File: config.mk
export PLATFORM = sky130hd
export DESIGN_NAME = encoder_counter
export DESIGN_NICKNAME = d
export VERILOG_FILES = /design/src/rtl/encoder_pkg.sv /design/src/rtl/press_classifier.sv /design/src/rtl/encoder_counter.sv
export SDC_FILE = /design/constraint.sdc
export NUM_CORES = 1
export LEC_CHECK = 0
export ABC_AREA = 1
export BUFFER_PORTS_ARGS = -buffer_cell sky130_fd_sc_hd__buf_4
export CORE_MARGIN = 2
export CORE_UTILIZATION = 45
export DETAILED_ROUTE_END_ITERATION = 7
export PLACE_DENSITY = 0.59
export SLEW_MARGIN = 5
export SYNTH_ARGS = -nofsm -noshare
export SYNTH_HDL_FRONTEND = slang
export SYNTH_SLANG_ARGS = --single-unit
File: constraint.sdc
create_clock -name Clock -period 6.6 [get_ports Clock]
set_input_delay 0.33 -clock Clock [delete_from_list [all_inputs] [get_ports Clock]]
set_output_delay 0.33 -clock Clock [all_outputs]
set_load 0.05 [all_outputs]
File: src/rtl/encoder_pkg.sv
// Shared types and helpers for the rotary-encoder setting counter:
// button FSM states, detent direction and time-to-cycles conversion.
package encoder_pkg;

  typedef enum logic [1:0] {
    BTN_IDLE      = 2'd0,
    BTN_PRESSED   = 2'd1,
    BTN_LONG_HELD = 2'd2
  } btn_state_t;

  typedef enum logic [1:0] {
    DIR_NONE = 2'd0,
    DIR_UP   = 2'd1,
    DIR_DOWN = 2'd2
  } dir_t;

  // units_per_sec is 1_000 for milliseconds and 1_000_000 for microseconds.
  function automatic int unsigned cycles_from_time(input int unsigned clock_hz,
                                                   input int unsigned units_per_sec,
                                                   input int unsigned amount);
    return clock_hz / units_per_sec * amount;
  endfunction

endpackage

File: src/rtl/press_classifier.sv
// Button press FSM: classifies a press as short (released early) or long
// (held LONG_CYCLES), and flags the cycle in which the long threshold is hit.
module press_classifier
  import encoder_pkg::*;
#(
  parameter int unsigned LONG_CYCLES = 10_000_000
) (
  input  logic Clock,
  input  logic Reset,
  input  logic press,
  input  logic release_btn,
  output logic short_press,
  output logic long_press,
  output logic reload
);

  localparam int CW = $clog2(LONG_CYCLES + 1);
  localparam logic [CW-1:0] LONG_LAST = CW'(LONG_CYCLES - 1);

  btn_state_t      state;
  logic [CW-1:0]   hold_count;

  // A release in the threshold cycle still counts as a short press.
  always_comb begin
    reload = (state == BTN_PRESSED) && !release_btn && (hold_count == LONG_LAST);
  end

  // NOTE: sequential state uses non-blocking assignments so every register
  // samples the pre-edge values of the others.
  always_ff @(posedge Clock or negedge Reset) begin
    if (!Reset) begin
      state       <= BTN_IDLE;
      hold_count  <= '0;
      short_press <= 1'b0;
      long_press  <= 1'b0;
    end else begin
      short_press <= 1'b0;
      long_press  <= 1'b0;
      case (state)
        BTN_IDLE: begin
          if (press) begin
            state      <= BTN_PRESSED;
            hold_count <= '0;
          end
        end
        BTN_PRESSED: begin
          if (release_btn) begin
            short_press <= 1'b1;
            state       <= BTN_IDLE;
          end else if (reload) begin
            long_press <= 1'b1;
            state      <= BTN_LONG_HELD;
          end else begin
            hold_count <= hold_count + 1'b1;
          end
        end
        BTN_LONG_HELD: begin
          if (release_btn) state <= BTN_IDLE;
        end
        default: state <= BTN_IDLE;
      endcase
    end
  end

endmodule

File: src/rtl/encoder_counter.sv
// Bounded user-setting counter driven by encoder detents, with rotation
// acceleration, saturate/wrap limits and long-press restore of the default.
module encoder_counter
  import encoder_pkg::*;
#(
  parameter int unsigned CLOCK_HZ       = 10_000_000,
  parameter int unsigned WIDTH          = 8,
  parameter int unsigned MIN_VALUE      = 0,
  parameter int unsigned MAX_VALUE      = 255,
  parameter int unsigned INIT_VALUE     = 0,
  parameter bit          WRAP           = 1'b0,
  parameter int unsigned FAST_STEP      = 10,
  parameter int unsigned FAST_WINDOW_US = 20_000,
  parameter int unsigned LONG_PRESS_MS  = 1000
) (
  input  logic             Clock,
  input  logic             Reset,
  input  logic             Increment_i,
  input  logic             Decrement_i,
  input  logic             ButtonPress_i,
  input  logic             ButtonRelease_i,
  output logic [WIDTH-1:0] Value_o,
  output logic             Changed_o,
  output logic             AtMin_o,
  output logic             AtMax_o,
  output logic             ShortPress_o,
  output logic             LongPress_o
);

  localparam int unsigned FAST_CYCLES = cycles_from_time(CLOCK_HZ, 1_000_000, FAST_WINDOW_US);
  localparam int unsigned LONG_CYCLES = cycles_from_time(CLOCK_HZ, 1_000, LONG_PRESS_MS);
  localparam int TW = $clog2(FAST_CYCLES + 2);
  localparam int XW = WIDTH + 2;

  typedef logic signed [XW-1:0] ext_t;

  // Two extra bits (carry plus sign) keep value +/- step free of overflow.
  localparam ext_t MIN_X  = ext_t'(MIN_VALUE);
  localparam ext_t MAX_X  = ext_t'(MAX_VALUE);
  localparam ext_t STEP_X = ext_t'(FAST_STEP);
  localparam logic [WIDTH-1:0] MIN_V  = WIDTH'(MIN_VALUE);
  localparam logic [WIDTH-1:0] MAX_V  = WIDTH'(MAX_VALUE);
  localparam logic [WIDTH-1:0] INIT_V = WIDTH'(INIT_VALUE);
  localparam logic [TW-1:0]    TIMER_SAT = TW'(FAST_CYCLES);

  logic [TW-1:0]    timer;
  dir_t             last_dir;
  dir_t             dir_now;
  logic             reload;
  logic             detent;
  logic             fast;
  ext_t             cur;
  ext_t             step;
  ext_t             sum;
  ext_t             diff;
  logic [WIDTH-1:0] next_value;

  press_classifier #(
    .LONG_CYCLES (LONG_CYCLES)
  ) u_press (
    .Clock       (Clock),
    .Reset       (Reset),
    .press       (ButtonPress_i),
    .release_btn (ButtonRelease_i),
    .short_press (ShortPress_o),
    .long_press  (LongPress_o),
    .reload      (reload)
  );

  // NOTE: every variable written here gets a default first, so no path
  // leaves a value unassigned and no latch is inferred.
  always_comb begin
    detent     = Increment_i ^ Decrement_i;
    dir_now    = Increment_i ? DIR_UP : DIR_DOWN;
    fast       = (last_dir == dir_now) && (timer < TIMER_SAT);
    cur        = $signed({2'b00, Value_o});
    step       = fast ? STEP_X : ext_t'(1);
    sum        = cur + step;
    diff       = cur - step;
    next_value = Value_o;
    if (reload) begin
      next_value = INIT_V;
    end else if (detent) begin
      if (Increment_i) begin
        if (WRAP && cur == MAX_X)  next_value = MIN_V;
        else if (sum > MAX_X)      next_value = MAX_V;
        else                       next_value = sum[WIDTH-1:0];
      end else begin
        if (WRAP && cur == MIN_X)  next_value = MAX_V;
        else if (diff < MIN_X)     next_value = MIN_V;
        else                       next_value = diff[WIDTH-1:0];
      end
    end
  end

  always_ff @(posedge Clock or negedge Reset) begin
    if (!Reset) begin
      Value_o   <= INIT_V;
      Changed_o <= 1'b0;
      AtMin_o   <= (INIT_V == MIN_V);
      AtMax_o   <= (INIT_V == MAX_V);
      timer     <= TIMER_SAT;
      last_dir  <= DIR_NONE;
    end else begin
      Value_o   <= next_value;
      Changed_o <= (next_value != Value_o);
      AtMin_o   <= (next_value == MIN_V);
      AtMax_o   <= (next_value == MAX_V);
      // A reload drops any coincident detent and forces the next one slow.
      if (reload) begin
        timer <= TIMER_SAT;
      end else if (detent) begin
        timer    <= '0;
        last_dir <= dir_now;
      end else if (timer < TIMER_SAT) begin
        timer <= timer + 1'b1;
      end
    end
  end

endmodule
==> results_dict.tcl <==
set metrics [dict create \
    holdBufCountCts 0 \
    die_w_um 99.5 \
    die_y_um 99.5 \
    path_class "reg -> reg" \
    grt_pass1_vias 3694 \
    finalSetupTns_ns 0 \
    cts_tree "done" \
    leakage_uw 0.00209 \
    synth_most_common_cell "nand2_1" \
    fin_nets 606 \
    synth_cell_types 48 \
    total_power_uw 1390 \
    area_growth_pct 9.55 \
    cts_buffer_depth 2 \
    finalCriticalPeriod_ns 3.40 \
    num_vias 3809 \
    wl_um 10200 \
    clk_latency_ns 0.33 \
    crit_family "simple AND/OR/NAND/NOR gates" \
    status "finished, final reports clean" \
    placed_area_sq_mm 0.00431 \
    grt_usage 0.218 \
    cts-resized-gates 0 \
    gp_congestion 0.921 \
    portBuffers 18 \
    nFillCells 876 \
    synth_ff_type "dfrtp_1" \
    dieArea_sq_mm 0.00990 \
    async_reset_ff_frac 1.00 \
    vdd_ir_drop_max_uv 195 \
    slew_headroom 0.491 \
    drc 0 \
    core_sq_mm 0.00876 \
    avgSynthCellArea_sq_um 7.19 \
    worst_pin_slew_ns 0.763 \
    root_buffer "clkbuf_8" \
    grt_first_pass_wirelength_um 17400 \
    ys_seq_area_frac 0.362 \
    synth_edf_count 0 \
    vias_per_cell 5.42 \
    ys_top_cells_by_count "nand2_1 (131), inv_1 (71), nor2_1 (63), dfrtp_1 (52), nand3_1 (46)" \
    power_per_cell_area_mw_per_mm2 310 \
    hpwl_um 7670 \
    critPathRequiredTime_ns 6.82 \
    critPathBufInv 2 \
    post_cts_buffers 0 \
    yosys_warnings 0 \
    skew_ns 0.0103 \
    regArea_sq_mm 0.00149 \
    synth_area_leaders "dfrtp_1 (32%), nand2_1 (12%), inv_1 (6.5%)" \
    startpoint_type "register" \
    worstPathMaxFanout 10 \
    rsz0062_at_grt "no" \
    drt_iter0_drc 133 \
    diodes 0 \
    setup_viol 0 \
    antenna_found_initial 0 \
    final_antenna_net_count 0 \
    hold_violations 0 \
    cts_made_buffers 9 \
    postSynthCellCount 571 \
    final.period_utilization 0.515 \
    arrival_ns 3.62 \
    crit_chain "or2_2 -> o31ai_1 -> nand2_2 -> a21oi_1 -> inv_1 -> fa_1 -> inv_1 -> nand3_1 -> nand2_1 -> nand2_1 -> nand3_1 -> nand2_1 -> nand2_1 -> nand4_1 -> nand2_1 -> nand2_1 -> nor2_1 -> nand3_1" \
    max_cap_viol_count 0 \
    dp.cells 687 \
    cts.clk_slew.worst_paths_ns 0.08 \
    rows 34 \
    ys_ff_latch 59 \
    overflow 0 \
    dr.pass1.iters 5 \
    clkSinkCount 59 \
    slew_viol_final 0 \
    fmax_mhz 294 \
    netlist_area_sq_mm 0.00410 \
    synth_area_leader_cell "dfrtp_1" \
    grt_max_degree 60 \
    synthesis.nets 587 \
    cts_max_level 3 \
    drive_above_1_share 0.143 \
    critPathMaxStageDelay_ns 0.46 \
    synth_top_cell_area_share 0.317 \
    slowest_stage "fa_1" \
    critPathMostFrequentCell "nand2_1" \
    hold_class "in -> async" \
    final_area_sq_mm 0.00449 \
    multi_input_area_sq_mm 0.00225 \
    io_pins 19 \
    fin_cells 703 \
    start_util 0.468 \
    crit_path_end_kind "register" \
    avgRoutedWirePerCell_um 14.5 \
]
==> metal layers <==
layer / up-vias / track usage / wire length (um)
met4: 0 / 0.0822 / 243
li1: 1909 / - / -
met1: 1787 / 0.282 / 4680
met2: 90 / 0.372 / 4960
met3: 23 / 0.0288 / 334
met5: - / 0 / 0
==> logic make-up after synthesis <==
| group | share of synthesized area |
|---|---|
| AND/OR/NAND/NOR | 0.361 |
| multiplexers | 0.00549 |
| buffers and inverters | 0.0903 |
| AO/OA/AOI/OAI | 0.115 |
| flip-flops | 0.362 |
| adder cells (fa/ha/maj) | 0.0342 |
| XOR/XNOR | 0.0317 |
==> cell usage in the layout (no fill, tap or decap), drive strengths merged, types with 3 or more instances in the layout <==
| cell type | instances |
|---|---|
| o21ai | 48 |
| clkinvlp | 3 |
| xor2 | 12 |
| dfstp | 7 |
| buf | 18 |
| inv | 81 |
| o31ai | 3 |
| nor2 | 68 |
| a21oi | 25 |
| nand4 | 21 |
| nand3b | 3 |
| nand2 | 139 |
| nor3 | 21 |
| dfrtp | 52 |
| ha | 8 |
| clkbuf | 11 |
| nand3 | 53 |
==> power breakdown <==
| group | leakage (uW) | switching (uW) | internal (uW) | total (uW) |
|---|---|---|---|---|
| Combinational | 0.00124 | 421 | 192 | 614 |
| Clock | 0.0000880 | 158 | 157 | 315 |
| Sequential | 0.000767 | 63.4 | 399 | 463 |
==> cell type report <==
type | count | area share
Multi-Input combinational cell | 421 | 0.500
Sequential cell | 59 | 0.330
Inverter | 81 | 0.0677
Clock buffer | 11 | 0.0337
Timing Repair Buffer | 18 | 0.0301
Tap cell | 108 | 0.0301
Clock inverter | 5 | 0.00807
==> flip-flops by register name, indices dropped and copies added, names as in the netlist <==
name and cells:
Value_o 8, AtMax_o 1, u_press.state 2, timer 18
last_dir 2, AtMin_o 1, u_press.short_press 1, u_press.long_press 1
Changed_o 1, u_press.hold_count 24
==> path summary, 6_finish.rpt <==
| kind | from | to | slack, ns | depth (start not counted) |
|---|---|---|---|---|
| min in group Clock | ButtonRelease_i | u_press.state[1] | 0.18 | 2 |
| setup / recovery | timer[15] | Changed_o | 3.20 | 18 |
| max in group asynchronous | Reset | Value_o[0] | 6.03 | 1 |
| hold / removal | Reset | u_press.hold_count[0] | 0.07 | 1 |
| hold reg to reg | u_press.state[0] | u_press.state[1] | 0.49 | 1 |
| setup reg to reg | timer[15] | Changed_o | 3.20 | 18 |
==> metrics by stage <==
stage	utilization	hold WS (ns)	setup slack, ns
4_1_cts	0.513	0.0926	3.19
6_report	0.513	0.0738	3.20
3_5_place_dp	0.491	0.457	3.21
2_1_floorplan	-	0.0344	3.63
3_3_place_gp	0.491	0.453	3.30
5_1_grt	0.513	0.126	2.76
Power figures use the tool's default switching activity.
